===== src/rtl/apple_pkg.sv =====
// Shared types and sizes for the apple trap group: sequencer state encoding
// and the widths the sequencer and its priority encoder agree on.
package apple_pkg;

  localparam int MAX_APPLES  = 8;
  localparam int APPLE_IDX_W = 3;
  localparam int GAP_W       = 4;

  typedef enum logic [2:0] {
    ST_IDLE     = 3'd0,
    ST_RELEASE  = 3'd1,
    ST_WAIT_GAP = 3'd2,
    ST_FALLING  = 3'd3,
    ST_DONE     = 3'd4,
    ST_HIT      = 3'd5
  } apple_state_e;

endpackage


===== src/rtl/apple_prio_enc.sv =====
// Lowest-set-bit priority encoder over the full apple slot width; picks the
// lowest-numbered apple when several collide on the same tick.
module apple_prio_enc
  import apple_pkg::*;
(
  input  logic [MAX_APPLES-1:0]  req_i,
  output logic [APPLE_IDX_W-1:0] idx_o,
  output logic                   valid_o
);

  always_comb begin
    idx_o   = '0;
    valid_o = |req_i;
    // Scan downward so the lowest set bit is the last one written.
    for (int i = MAX_APPLES - 1; i >= 0; i--) begin
      if (req_i[i]) idx_o = APPLE_IDX_W'(i);
    end
  end

endmodule


===== src/rtl/apple_trap_sequencer.sv =====
// Falling-apple trap group sequencer: waits for the kid to cross a column,
// releases apples at a fixed spacing, drives the shared sprite frame bit,
// and freezes the whole group on the first collision.
module apple_trap_sequencer
  import apple_pkg::*;
#(
  parameter int NUM_APPLES = 4,
  parameter int TRIG_X     = 0,
  parameter int GAP        = 2
) (
  input  logic                   toggle_clk,
  input  logic                   rst,
  input  logic                   enable_i,
  input  logic [9:0]             kid_x_i,
  input  logic [9:0]             kid_y_i,
  input  logic [NUM_APPLES-1:0]  apple_collide_i,
  input  logic [NUM_APPLES-1:0]  apple_gone_i,
  output logic [NUM_APPLES-1:0]  release_o,
  output logic                   frame_o,
  output logic                   busy_o,
  output logic                   all_gone_o,
  output logic                   kid_hit_o,
  output logic [APPLE_IDX_W-1:0] hit_index_o,
  output logic [9:0]             trig_y_o,
  output apple_state_e           state_o
);

  localparam logic [9:0]             TRIG_X_L = 10'(TRIG_X);
  localparam logic [APPLE_IDX_W-1:0] LAST_IDX = APPLE_IDX_W'(NUM_APPLES - 1);
  localparam logic [GAP_W-1:0]       GAP_INIT = GAP_W'(GAP - 1);

  apple_state_e           state_q;
  logic [APPLE_IDX_W-1:0] idx_q;
  logic [GAP_W-1:0]       gap_cnt_q;
  logic [NUM_APPLES-1:0]  release_q;
  logic                   frame_q;
  logic                   busy_q;
  logic                   all_gone_q;
  logic                   kid_hit_q;
  logic [APPLE_IDX_W-1:0] hit_index_q;
  logic [9:0]             trig_y_q;

  logic [MAX_APPLES-1:0]  hit_vec;
  logic [APPLE_IDX_W-1:0] enc_idx;
  logic                   hit;
  logic [NUM_APPLES-1:0]  release_d;

  // Only apples already released can hurt the kid.
  assign hit_vec   = MAX_APPLES'(apple_collide_i & release_q);
  assign release_d = release_q | (NUM_APPLES'(1) << idx_q);

  apple_prio_enc u_prio_enc (
    .req_i   (hit_vec),
    .idx_o   (enc_idx),
    .valid_o (hit)
  );

  always_ff @(posedge toggle_clk) begin
    if (rst) begin
      state_q     <= ST_IDLE;
      idx_q       <= '0;
      gap_cnt_q   <= '0;
      release_q   <= '0;
      frame_q     <= 1'b0;
      busy_q      <= 1'b0;
      all_gone_q  <= 1'b0;
      kid_hit_q   <= 1'b0;
      hit_index_q <= '0;
      trig_y_q    <= '0;
    end else if (enable_i) begin
      kid_hit_q <= 1'b0;
      if (state_q != ST_HIT) frame_q <= ~frame_q;

      case (state_q)
        ST_IDLE: begin
          if (kid_x_i >= TRIG_X_L) begin
            state_q  <= ST_RELEASE;
            idx_q    <= '0;
            trig_y_q <= kid_y_i;
            busy_q   <= 1'b1;
          end
        end

        ST_RELEASE: begin
          if (hit) begin
            state_q     <= ST_HIT;
            kid_hit_q   <= 1'b1;
            hit_index_q <= enc_idx;
            busy_q      <= 1'b0;
          end else begin
            release_q <= release_d;
            if (idx_q == LAST_IDX) begin
              state_q <= ST_FALLING;
            end else if (GAP == 0) begin
              idx_q <= idx_q + 1'b1;
            end else begin
              state_q   <= ST_WAIT_GAP;
              gap_cnt_q <= GAP_INIT;
            end
          end
        end

        ST_WAIT_GAP: begin
          if (hit) begin
            state_q     <= ST_HIT;
            kid_hit_q   <= 1'b1;
            hit_index_q <= enc_idx;
            busy_q      <= 1'b0;
          end else if (gap_cnt_q == '0) begin
            state_q <= ST_RELEASE;
            idx_q   <= idx_q + 1'b1;
          end else begin
            gap_cnt_q <= gap_cnt_q - 1'b1;
          end
        end

        ST_FALLING: begin
          if (hit) begin
            state_q     <= ST_HIT;
            kid_hit_q   <= 1'b1;
            hit_index_q <= enc_idx;
            busy_q      <= 1'b0;
          end else if ((apple_gone_i & release_q) == release_q) begin
            state_q    <= ST_DONE;
            all_gone_q <= 1'b1;
            busy_q     <= 1'b0;
          end
        end

        ST_DONE: begin
          // An apple can still be on screen at the kid's position after
          // it counted as gone elsewhere; the group freezes the same way.
          if (hit) begin
            state_q     <= ST_HIT;
            kid_hit_q   <= 1'b1;
            hit_index_q <= enc_idx;
          end
        end

        ST_HIT: begin
          state_q <= ST_HIT;
        end

        default: begin
          state_q <= ST_IDLE;
          busy_q  <= 1'b0;
        end
      endcase
    end
  end

  assign release_o   = release_q;
  assign frame_o     = frame_q;
  assign busy_o      = busy_q;
  assign all_gone_o  = all_gone_q;
  assign kid_hit_o   = kid_hit_q;
  assign hit_index_o = hit_index_q;
  assign trig_y_o    = trig_y_q;
  assign state_o     = state_q;

endmodule


===== config.mk =====
export PLATFORM = sky130hd
export DESIGN_NAME = apple_trap_sequencer
export DESIGN_NICKNAME = d
export VERILOG_FILES = /design/src/rtl/apple_pkg.sv /design/src/rtl/apple_prio_enc.sv /design/src/rtl/apple_trap_sequencer.sv
export SDC_FILE = /design/constraint.sdc
export NUM_CORES = 1
export LEC_CHECK = 0
export ABC_AREA = 1
export ABC_CLOCK_PERIOD_IN_PS = 1300
export BUFFER_PORTS_ARGS = -buffer_cell sky130_fd_sc_hd__buf_4
export CORE_MARGIN = 2
export CORE_UTILIZATION = 47
export CTS_BUF_LIST = sky130_fd_sc_hd__clkbuf_8
export CTS_CLUSTER_SIZE = 10
export DETAILED_ROUTE_END_ITERATION = 8
export PLACE_DENSITY = 0.78
export SYNTH_ARGS = -nofsm -noshare
export SYNTH_HDL_FRONTEND = slang
export SYNTH_SLANG_ARGS = --single-unit

===== constraint.sdc =====
create_clock -name toggle_clk -period 1.3 [get_ports toggle_clk]
set_input_delay 0.26 -clock toggle_clk [delete_from_list [all_inputs] [get_ports toggle_clk]]
set_output_delay 0.26 -clock toggle_clk [all_outputs]
set_load 0.02 [all_outputs]

==> impl_metrics.csv, run 1 <==
group,metric,value,unit
run_status,result_of_the_run,"finished with violations",
run_status,violations_in_the_final_reports,"setup timing",
placed_design,final_weighted_congestion_in_routability_driven_placement,0.858,
pwr,p_sw_frac,0.351,
pwr,power.density,1220,mW/mm^2
setup_path,slowest_delay,0.33,ns
setup_path,crit-reg2reg-capture,"idx_q[1]",
cells_and_area,fillers,285,
placed_design,place_ws,-0.0746,ns
grt,first_pass_grt_wire_length,6460,um
synthesis,syn_nets,276,
cells_and_area,most_common_cell_after_layout_fill_and_taps_aside,"sky130_fd_sc_hd__buf_4",
setup_path,cpMostUsedCell,"sky130_fd_sc_hd__nand2_2",
routing,firstDrtPassIters,4,
pwr,p_int,1.84,mW
hold_path,class_of_the_tightest_hold_or_removal_check,"in -> reg",
synthesis,synth_area_per_cell,6.99,um^2
grt,vias_in_the_first_global_route,1508,
timing,report.final.hold_viol_count,0,
cells_and_area,design.final.nets,338,
grt,grt_antenna_before_repair,0,
floorplan,fp.dieH,63.5,um
setup_path,timing.critical_path.cells,"nand2_2 > nand2_2 > nor2_4 > nand2_2 > nand2_4 > o21a_4 > nand2_1 > nand2_1 > nor2_1",
timing,final.setup.worst_slack,-0.0140,ns
setup_path,worst-endpoint-required,1.49,ns
clock_network,cts_tree,"built",
synthesis,netlist_area,0.00166,mm^2
job,timing.max_cap.violations,0,
hold_path,worst_hold_path.num_cells,3,
setup_path,timing.reg2reg.worst_path_depth,9,
timing,final_max_slew_viol_count,0,
placed_design,port-buffer-count,43,
hold_path,destination_of_the_worst_hold_path,"trig_y_o[7]",
setup_path,rrSetupSlack,-0.01,ns
routing,post_detailed_routing_wire_length,3850,um
pwr,ir_drop,777,uV
synthesis,synth_seq_cells,30,
hold_path,worst_hold_start,"kid_y_i[7]",
synthesis,synth-seq-area-share,0.361,
pwr,seq_power_share,0.379,
setup_path,endpoint_kind,"flop",
timing,grt_setup_unrepaired,"yes",
pwr,switchingPower,0.998,mW
floorplan,die_extent_in_x,63.5,um
floorplan,start_util,0.494,
setup_path,start_kind,"flop",
routing,drt_first_iter_violations,95,
synthesis,synth.distinct_cells,29,
setup_path,cp_slowest_cell,"sky130_fd_sc_hd__dfxtp_2",
routing,detail_route.wl_per_cell,11.1,um
pwr,comb_power_share,0.342,
pwr,p_clk_frac,0.278,
clock_network,worst_setup_hold_path_clk_slew,0.07,ns
setup_path,critical_path.top_delay_family,"simple AND/OR/NAND/NOR gates",
setup_path,crit_fanout,8,
setup_path,cp_num_buf_inv,0,
clock_network,clock_root_cell,"sky130_fd_sc_hd__clkbuf_8",
clock_network,cts_max_level,2,
timing,setup_viol_count_final,2,
cells_and_area,area.growth.synth_to_final,40.3,%
timing,max_clock_freq,761,MHz
timing,period_minus_slack,1.31,ns
synthesis,synthesis.yosys.warnings,0,
synthesis,synthesis.instances,238,
cells_and_area,leading_cell_types_in_the_layout_fill_and_taps_excluded,"sky130_fd_sc_hd__buf_4, sky130_fd_sc_hd__nand2_1, sky130_fd_sc_hd__inv_1",
timing,total_negative_setup_slack,-0.0142,ns
routing,postRouteAntennaNets,0,
setup_path,arrival_time_reported_for_the_critical_path_endpoint,1.50,ns
clock_network,cts_num_sinks,30,
clock_network,cts_inserted_buffers,5,
routing,drcViolationCount,0,
floorplan,placement_rows,21,
timing,post-route-period-util,1.01,
grt,grt_max_degree,21,
grt,grtUsageTotal,0.202,
floorplan,coreArea,0.00336,mm^2
cells_and_area,n_antenna_cell,0,
grt,grt.overflow.total,0,
clock_network,ctsHoldBuffers,0,
clock_network,max_root_sink_buffers,2,
setup_path,crit-reg2reg-launch,"release_o[2]",
pwr,static-leakage-power,1.11,nW
setup_path,path_class,"reg -> reg",
routing,vias_per_cell,4.72,
floorplan,io_pins,55,
cells_and_area,share_of_layout_cells_above_drive_strength_1,0.412,
pwr,overall_power,2.84,mW
floorplan,fp.dieArea,0.00403,mm^2
placed_design,hpwl,2770,um
routing,detailroute.via_count,1639,
timing,fin_worst_skew,0.0110,ns
clock_network,clk_latency,0.29,ns
[layout make-up]
cell class	count	area [um^2]	area share
Multi-Input combinational cell	169	967	0.414
Sequential cell	30	614	0.263
Timing Repair Buffer	62	477	0.204
Clock buffer	6	82.6	0.0354
Clock inverter	2	12.5	0.00536
Inverter	32	123	0.0525
Tap cell	46	57.6	0.0247
[layer usage]
layer	vias up	part of all wire	track usage
met5	-	0	0
met4	0	0.0060	0.0842
met3	2	0.058	0.0679
met2	44	0.46	0.309
met1	717	0.47	0.260
li1	876	-	-
[cell usage after synthesis]
cell                       number  area, um^2
sky130_fd_sc_hd__nand2_1       61         229
sky130_fd_sc_hd__dfxtp_1       30         601
sky130_fd_sc_hd__inv_1         29         109
sky130_fd_sc_hd__nor2_1        27         101
sky130_fd_sc_hd__a21oi_1       20         100
sky130_fd_sc_hd__nand3_1       19        95.1
sky130_fd_sc_hd__ha_1           7        87.6
sky130_fd_sc_hd__nand2_2        7        43.8
sky130_fd_sc_hd__nand3_2        4        40.0
sky130_fd_sc_hd__nand4_1        4        25.0
sky130_fd_sc_hd__nor2_4         4        45.0
sky130_fd_sc_hd__inv_2          3        11.3
sky130_fd_sc_hd__a21oi_2        2        17.5
sky130_fd_sc_hd__buf_2          2        10.0
sky130_fd_sc_hd__buf_4          2        15.0
sky130_fd_sc_hd__clkbuf_1       2        7.51
sky130_fd_sc_hd__nor3_2         2        20.0
sky130_fd_sc_hd__o21ai_0        2        10.0
sky130_fd_sc_hd__a31oi_1        1        6.26
sky130_fd_sc_hd__buf_1          1        3.75
sky130_fd_sc_hd__conb_1         1        3.75
sky130_fd_sc_hd__nand2_4        1        11.3
sky130_fd_sc_hd__nand3_4        1        17.5
sky130_fd_sc_hd__nor2_2         1        6.26
sky130_fd_sc_hd__o211ai_1       1        7.51
sky130_fd_sc_hd__o21a_4         1        15.0
sky130_fd_sc_hd__o221ai_1       1        8.76
sky130_fd_sc_hd__or2_2          1        6.26
sky130_fd_sc_hd__xnor2_1        1        8.76
[repair_timing]
action | in CTS | in global routing
setup buffers | 3 | 1
gates resized for setup | 9 | 22
pin swaps | 4 | 5
hold endpoints to repair | 0 | 0
setup endpoints to repair | 12 | 32
[power groups by stage]
stage	clock network [mW]	logic [mW]	registers [mW]
2_1_floorplan	0	0.537	1.15
6_report	0.791	0.972	1.08
4_1_cts	0.806	0.928	1.07
3_3_place_gp	0	0.887	1.08
5_1_grt	0.860	1.08	1.09
3_5_place_dp	0	0.909	1.09
[cells by family (layout without fill, tap and decap cells)]
| group | Yosys count | in the layout | share of synthesized area |
|---|---|---|---|
| AOI/OAI and AO/OA | 28 | 28 | 0.0993 |
| xor gates and xnor gates | 1 | 1 | 0.00527 |
| adders and majority gates | 7 | 7 | 0.0527 |
| buffers and inverters | 39 | 102 | 0.0940 |
| DFF | 30 | 30 | 0.361 |
| other | 1 | 1 | 0.00226 |
| and+or+nand+nor | 132 | 132 | 0.385 |
[state kept, by name, indices dropped and copies added, names as in the netlist]
| register | flops |
|---|---|
| kid_hit_o | 1 |
| frame_o | 1 |
| all_gone_o | 1 |
| state_o | 3 |
| hit_index_o | 2 |
| gap_cnt_q | 4 |
| trig_y_o | 10 |
| release_o | 4 |
| idx_q | 3 |
| busy_o | 1 |
[how the worst max path moves through the flow]
stage / to / startpoint / slack [ns] / depth (start not counted)
floorplan: idx_q[0] / release_o[3] / 0.006 / 9
global placement: idx_q[1] / apple_collide_i[2] / -0.05 / 10
detailed placement: idx_q[0] / apple_collide_i[2] / -0.07 / 10
CTS: idx_q[0] / release_o[1] / -0.008 / 9
global route: release_o[0] / state_o[2] / -0.1 / 7
finish: idx_q[1] / release_o[2] / -0.01 / 9
[through the flow]
| stage | instance area (um^2) | hold slack [ns] | std cells | util |
|---|---|---|---|---|
| final | 2330 | 0.249 | 347 | 0.694 |
| after global routing | 2330 | 0.240 | 347 | 0.694 |
| after CTS | 2260 | 0.244 | 346 | 0.673 |
| after detailed placement | 2130 | 0.449 | 335 | 0.633 |
| after global placement | 2130 | 0.444 | 335 | 0.633 |
| after floorplan | 1670 | 0.425 | 238 | - |
[worst reg2reg max path, cell delays in order, from the launching register on]
cell	delay, ns
sky130_fd_sc_hd__dfxtp_2	0.33
sky130_fd_sc_hd__nand2_2	0.06
sky130_fd_sc_hd__nand2_2	0.07
sky130_fd_sc_hd__nor2_4	0.22
sky130_fd_sc_hd__nand2_2	0.12
sky130_fd_sc_hd__nand2_4	0.12
sky130_fd_sc_hd__o21a_4	0.16
sky130_fd_sc_hd__nand2_1	0.05
sky130_fd_sc_hd__nand2_1	0.05
sky130_fd_sc_hd__nor2_1	0.04
Note: power is estimated with default switching activity, not from simulation.
==> run 2, diff against run 1 <==
- PLACE_DENSITY: 0.78 -> 0.86
- REMOVE_ABC_BUFFERS: unset -> 1
==> impl_metrics.csv, run 2 (same netlist as run 1, synthesis figures left out) <==
group,metric,value,unit
routing,postRouteAntennaNets,0,
clock_network,max_root_sink_buffers,2,
timing,setup_viol_count_final,12,
cells_and_area,area.growth.synth_to_final,50.0,%
placed_design,hpwl,2950,um
floorplan,coreArea,0.00336,mm^2
hold_path,class_of_the_tightest_hold_or_removal_check,"in -> reg",
routing,drcViolationCount,0,
cells_and_area,leading_cell_types_in_the_layout_fill_and_taps_excluded,"sky130_fd_sc_hd__buf_4, sky130_fd_sc_hd__nand2_1, sky130_fd_sc_hd__nor2_1",
routing,firstDrtPassIters,4,
clock_network,worst_setup_hold_path_clk_slew,0.07,ns
routing,vias_per_cell,5.03,
pwr,seq_power_share,0.333,
timing,grt_setup_unrepaired,"yes",
cells_and_area,most_common_cell_after_layout_fill_and_taps_aside,"sky130_fd_sc_hd__buf_4",
clock_network,cts_num_sinks,30,
floorplan,die_extent_in_x,63.5,um
placed_design,final_weighted_congestion_in_routability_driven_placement,0.852,
pwr,p_sw_frac,0.340,
cells_and_area,area_occupied_by_multi_input_gates,0.00101,mm^2
grt,vias_in_the_first_global_route,1611,
grt,grt.overflow.total,0,
routing,detailroute.via_count,1795,
pwr,ir_drop,991,uV
routing,drt_first_iter_violations,109,
setup_path,endpoint_kind,"flop",
cells_and_area,n_antenna_cell,0,
pwr,static-leakage-power,1.19,nW
timing,max_clock_freq,715,MHz
setup_path,worst-endpoint-required,1.52,ns
floorplan,placement_rows,21,
grt,grtUsageTotal,0.215,
timing,report.final.hold_viol_count,0,
cells_and_area,post-route-cell-area,0.00249,mm^2
clock_network,cts_max_level,2,
setup_path,start_kind,"flop",
routing,detail_route.wl_per_cell,13.8,um
routing,post_detailed_routing_wire_length,4930,um
grt,first_pass_grt_wire_length,6760,um
cells_and_area,design.final.nets,349,
setup_path,path_class,"reg -> reg",
clock_network,clk_latency,0.30,ns
pwr,power.density,1290,mW/mm^2
floorplan,fp.dieH,63.5,um
cells_and_area,fillers,239,
pwr,p_int,2.13,mW
pwr,p_clk_frac,0.303,
floorplan,start_util,0.494,
cells_and_area,seq_area,614,um^2
grt,grt_antenna_before_repair,0,
floorplan,io_pins,55,
run_status,violations_in_the_final_reports,"setup timing",
cells_and_area,share_of_layout_cells_above_drive_strength_1,0.450,
floorplan,fp.dieArea,0.00403,mm^2
grt,grt_max_degree,20,
pwr,comb_power_share,0.363,
setup_path,arrival_time_reported_for_the_critical_path_endpoint,1.62,ns
clock_network,cts_tree,"built",
timing,post-route-period-util,1.08,
job,timing.max_cap.violations,0,
placed_design,port-buffer-count,43,
clock_network,clock_root_cell,"sky130_fd_sc_hd__clkbuf_8",
placed_design,detailed_place.area,0.00219,mm^2
timing,fin_worst_skew,0.00929,ns
cells_and_area,final_util,0.741,
clock_network,cts_inserted_buffers,5,
cells_and_area,largest_register_ffs,10,
timing,period_minus_slack,1.40,ns
setup_path,crit_fanout,6,
pwr,switchingPower,1.09,mW
timing,final.setup.worst_slack,-0.0989,ns
timing,final_max_slew_viol_count,0,
timing,final.hold.worst_slack,0.240,ns
run_status,result_of_the_run,"finished with violations",
[run 2: stage by stage]
| step | instances | power, mW | setup TNS, ns | setup slack [ns] |
|---|---|---|---|---|
| after floorplan | 231 | 1.66 | -1.43 | -0.0815 |
| after global placement | 344 | 2.01 | -0.136 | -0.0258 |
| after detailed placement | 344 | 2.04 | -0.299 | -0.0602 |
| after CTS | 351 | 3.02 | 0 | 0.00151 |
| after global routing | 357 | 3.38 | -1.86 | -0.207 |
| final | 357 | 3.22 | -0.539 | -0.0989 |
[run 2: what timing repair did]
item,CTS,global route
setup endpoints to repair,10,29
buffers inserted,0,6
resized for setup,10,38
pin swaps,1,19
hold buffers,0,0
[run 2: layer usage]
layer  GRT usage  routed length (um)  share of wire
met1       0.239                1900           0.39
met2       0.379                2540           0.51
met3      0.0625                 277          0.056
met4      0.0897                 217          0.044
met5           0                   0              0
[run 2: path summary, 6_finish.rpt]
path | from | end | slack (ns) | cells after the start
max reg2reg | release_o[0] | all_gone_o | -0.1 | 8
min | kid_y_i[7] | trig_y_o[7] | 0.24 | 3
min reg2reg | hit_index_o[1] | hit_index_o[1] | 0.46 | 2
max | release_o[0] | all_gone_o | -0.1 | 8
[run 2: worst max-delay path, stage by stage, from the launching register on]
cell and delay [ns]:
sky130_fd_sc_hd__dfxtp_2 0.32, sky130_fd_sc_hd__nand2_2 0.07, sky130_fd_sc_hd__nand2_2 0.07, sky130_fd_sc_hd__nor2_4 0.17, sky130_fd_sc_hd__nand2_2 0.11, sky130_fd_sc_hd__buf_6 0.13
sky130_fd_sc_hd__nor3_4 0.21, sky130_fd_sc_hd__nor2_1 0.08, sky130_fd_sc_hd__nor2_1 0.16
[run 2: layout make-up]
cell class | instances | share of cell area
Clock inverter | 1 | 0.0120
Sequential cell | 30 | 0.246
Timing Repair Buffer | 73 | 0.229
Inverter | 32 | 0.0492
Multi-Input combinational cell | 169 | 0.407
Tap cell | 46 | 0.0231
Clock buffer | 6 | 0.0331
[run 2: power by group through the flow]
stage | logic, mW | clock network (mW) | registers (mW)
2_1_floorplan | 0.507 | 0 | 1.15
3_3_place_gp | 0.935 | 0 | 1.08
3_5_place_dp | 0.962 | 0 | 1.08
4_1_cts | 0.989 | 0.969 | 1.07
5_1_grt | 1.27 | 1.02 | 1.09
6_report | 1.17 | 0.977 | 1.07
==> run 3, diff against run 2 <==
- GPL_ROUTABILITY_DRIVEN: unset -> 0
- REMOVE_ABC_BUFFERS: 1 -> unset
==> impl_metrics.csv, run 3 (same netlist as run 1, synthesis figures left out) <==
group,metric,value,unit
run_status,result_of_the_run,"finished with violations",
run_status,violations_in_the_final_reports,"setup timing",
clock_network,cts_tree,"built",
cells_and_area,seq_area,618,um^2
clock_network,worst_setup_hold_path_clk_slew,0.06,ns
setup_path,start_kind,"flop",
setup_path,timing.reg2reg.worst_path_depth,8,
clock_network,max_root_sink_buffers,2,
routing,postRouteAntennaNets,0,
setup_path,rrSetupSlack,-0.1,ns
pwr,p_sw_frac,0.351,
cells_and_area,fillers,262,
pwr,static-leakage-power,1.16,nW
grt,first_pass_grt_wire_length,6340,um
routing,route.met2.wl,2060,um
cells_and_area,design.final.nets,346,
setup_path,crit_fanout,6,
timing,final.setup.worst_slack,-0.0960,ns
grt,grt_antenna_before_repair,0,
cells_and_area,n_antenna_cell,0,
routing,detail_route.wl_per_cell,11.5,um
cells_and_area,stdcell_count,355,
routing,vias_per_cell,4.83,
setup_path,worst-endpoint-required,1.47,ns
clock_network,cts_inserted_buffers,5,
timing,post-route-period-util,1.07,
job,timing.max_cap.violations,0,
clock_network,cts_max_level,2,
placed_design,port-buffer-count,43,
cells_and_area,most_common_cell_after_layout_fill_and_taps_aside,"sky130_fd_sc_hd__buf_4",
cells_and_area,post-route-cell-area,0.00241,mm^2
routing,drt_first_iter_violations,80,
cells_and_area,area.growth.synth_to_final,44.8,%
grt,vias_in_the_first_global_route,1541,
routing,post_detailed_routing_wire_length,4070,um
timing,final_max_slew_viol_count,0,
clock_network,ctsHoldBuffers,0,
floorplan,start_util,0.494,
cells_and_area,share_of_layout_cells_above_drive_strength_1,0.430,
floorplan,coreArea,0.00336,mm^2
pwr,power.density,1210,mW/mm^2
placed_design,dp_cells,336,
placed_design,place_ws,-0.0626,ns
pwr,switchingPower,1.02,mW
pwr,seq_power_share,0.370,
setup_path,path_class,"reg -> reg",
floorplan,io_pins,55,
timing,grt_setup_unrepaired,"yes",
routing,drcViolationCount,0,
hold_path,worst_hold_path.num_cells,3,
hold_path,worst_hold_start,"kid_y_i[3]",
floorplan,placement_rows,21,
grt,grtUsageTotal,0.199,
cells_and_area,area_occupied_by_multi_input_gates,987,um^2
clock_network,cts_num_sinks,30,
grt,grt_max_degree,21,
cells_and_area,final_util,0.716,
pwr,p_clk_frac,0.270,
routing,detailroute.via_count,1714,
clock_network,clk_latency,0.29,ns
timing,setup_viol_count_final,17,
timing,max_clock_freq,716,MHz
floorplan,fp.dieArea,0.00403,mm^2
routing,dr.max_layer_used,"met4",
routing,met3RoutedLength,178,um
placed_design,hpwl,2770,um
setup_path,crit-reg2reg-capture,"gap_cnt_q[3]",
timing,fin_worst_skew,0.00322,ns
pwr,comb_power_share,0.360,
grt,grt.overflow.total,0,
hold_path,destination_of_the_worst_hold_path,"trig_y_o[3]",
clock_network,clock_root_cell,"sky130_fd_sc_hd__clkbuf_8",
setup_path,crit-reg2reg-launch,"state_o[2]",
hold_path,class_of_the_tightest_hold_or_removal_check,"in -> reg",
placed_design,detailed_place.area,0.00214,mm^2
pwr,ir_drop,697,uV
timing,period_minus_slack,1.40,ns
pwr,p_int,1.88,mW
setup_path,arrival_time_reported_for_the_critical_path_endpoint,1.57,ns
setup_path,endpoint_kind,"flop",
cells_and_area,leading_cell_types_in_the_layout_fill_and_taps_excluded,"sky130_fd_sc_hd__buf_4, sky130_fd_sc_hd__nand2_1, sky130_fd_sc_hd__inv_1",
timing,total_negative_setup_slack,-0.552,ns
routing,firstDrtPassIters,4,
floorplan,die_extent_in_x,63.5,um
routing,detail_route.wirelength.met1,1770,um
floorplan,fp.dieH,63.5,um
cells_and_area,largest_register_ffs,10,
timing,report.final.hold_viol_count,0,
==> run 3: layer usage <==
| metal | track usage | vias to the layer above |
|---|---|---|
| li1 | - | 887 |
| met3 | 0.0643 | 7 |
| met1 | 0.241 | 780 |
| met5 | 0 | - |
| met4 | 0.0815 | 0 |
| met2 | 0.325 | 40 |
==> run 3: stage by stage <==
stage	hold WS [ns]	power [mW]
floorplan	0.425	1.69
global placement	0.443	1.98
detailed placement	0.449	2.01
CTS	0.246	2.82
global route	0.245	3.09
finish	0.246	2.90
==> run 3: area by class of cell <==
class,instances,share of cell area
multi-input cells,169,0.410
flip-flops and latches,30,0.257
repair buffers,70,0.220
inverters,32,0.0499
clock buffers,6,0.0343
well taps,46,0.0239
clock inverters,2,0.00520
==> run 3: worst max-delay path by stage <==
stage / slack (ns) / from / endpoint / cells past startpoint
after floorplan: 0.006 / release_o[3] / idx_q[0] / 9
after global placement: -0.05 / apple_collide_i[2] / idx_q[1] / 10
after detailed placement: -0.06 / apple_collide_i[2] / idx_q[0] / 10
after CTS: -0.01 / state_o[0] / gap_cnt_q[0] / 8
after global routing: -0.17 / state_o[2] / gap_cnt_q[3] / 8
final: -0.1 / state_o[2] / gap_cnt_q[3] / 8
==> run 3: power groups by stage <==
stage	Sequential [mW]	Clock (mW)	Combinational, mW
5_1_grt	1.09	0.846	1.16
6_report	1.08	0.784	1.04
4_1_cts	1.07	0.801	0.951
3_3_place_gp	1.08	0	0.898
2_1_floorplan	1.15	0	0.537
3_5_place_dp	1.09	0	0.918
==> run 3: worst max-delay path, stage by stage (launching register included) <==
cell and delay (ns):
sky130_fd_sc_hd__dfxtp_4 0.37, sky130_fd_sc_hd__nor2_4 0.16, sky130_fd_sc_hd__nand2_4 0.11, sky130_fd_sc_hd__buf_4 0.15
sky130_fd_sc_hd__nand2_1 0.10, sky130_fd_sc_hd__nand2_4 0.10, sky130_fd_sc_hd__buf_4 0.14, sky130_fd_sc_hd__nand4_1 0.09
sky130_fd_sc_hd__a21oi_1 0.06
==> run 3: timing repair <==
item | 4_1_cts | 5_1_grt
setup buffers | 3 | 8
pin swaps | 9 | 15
endpoints found under the hold margin | 0 | 0
endpoints found under the setup margin | 9 | 31
resized for setup | 10 | 23
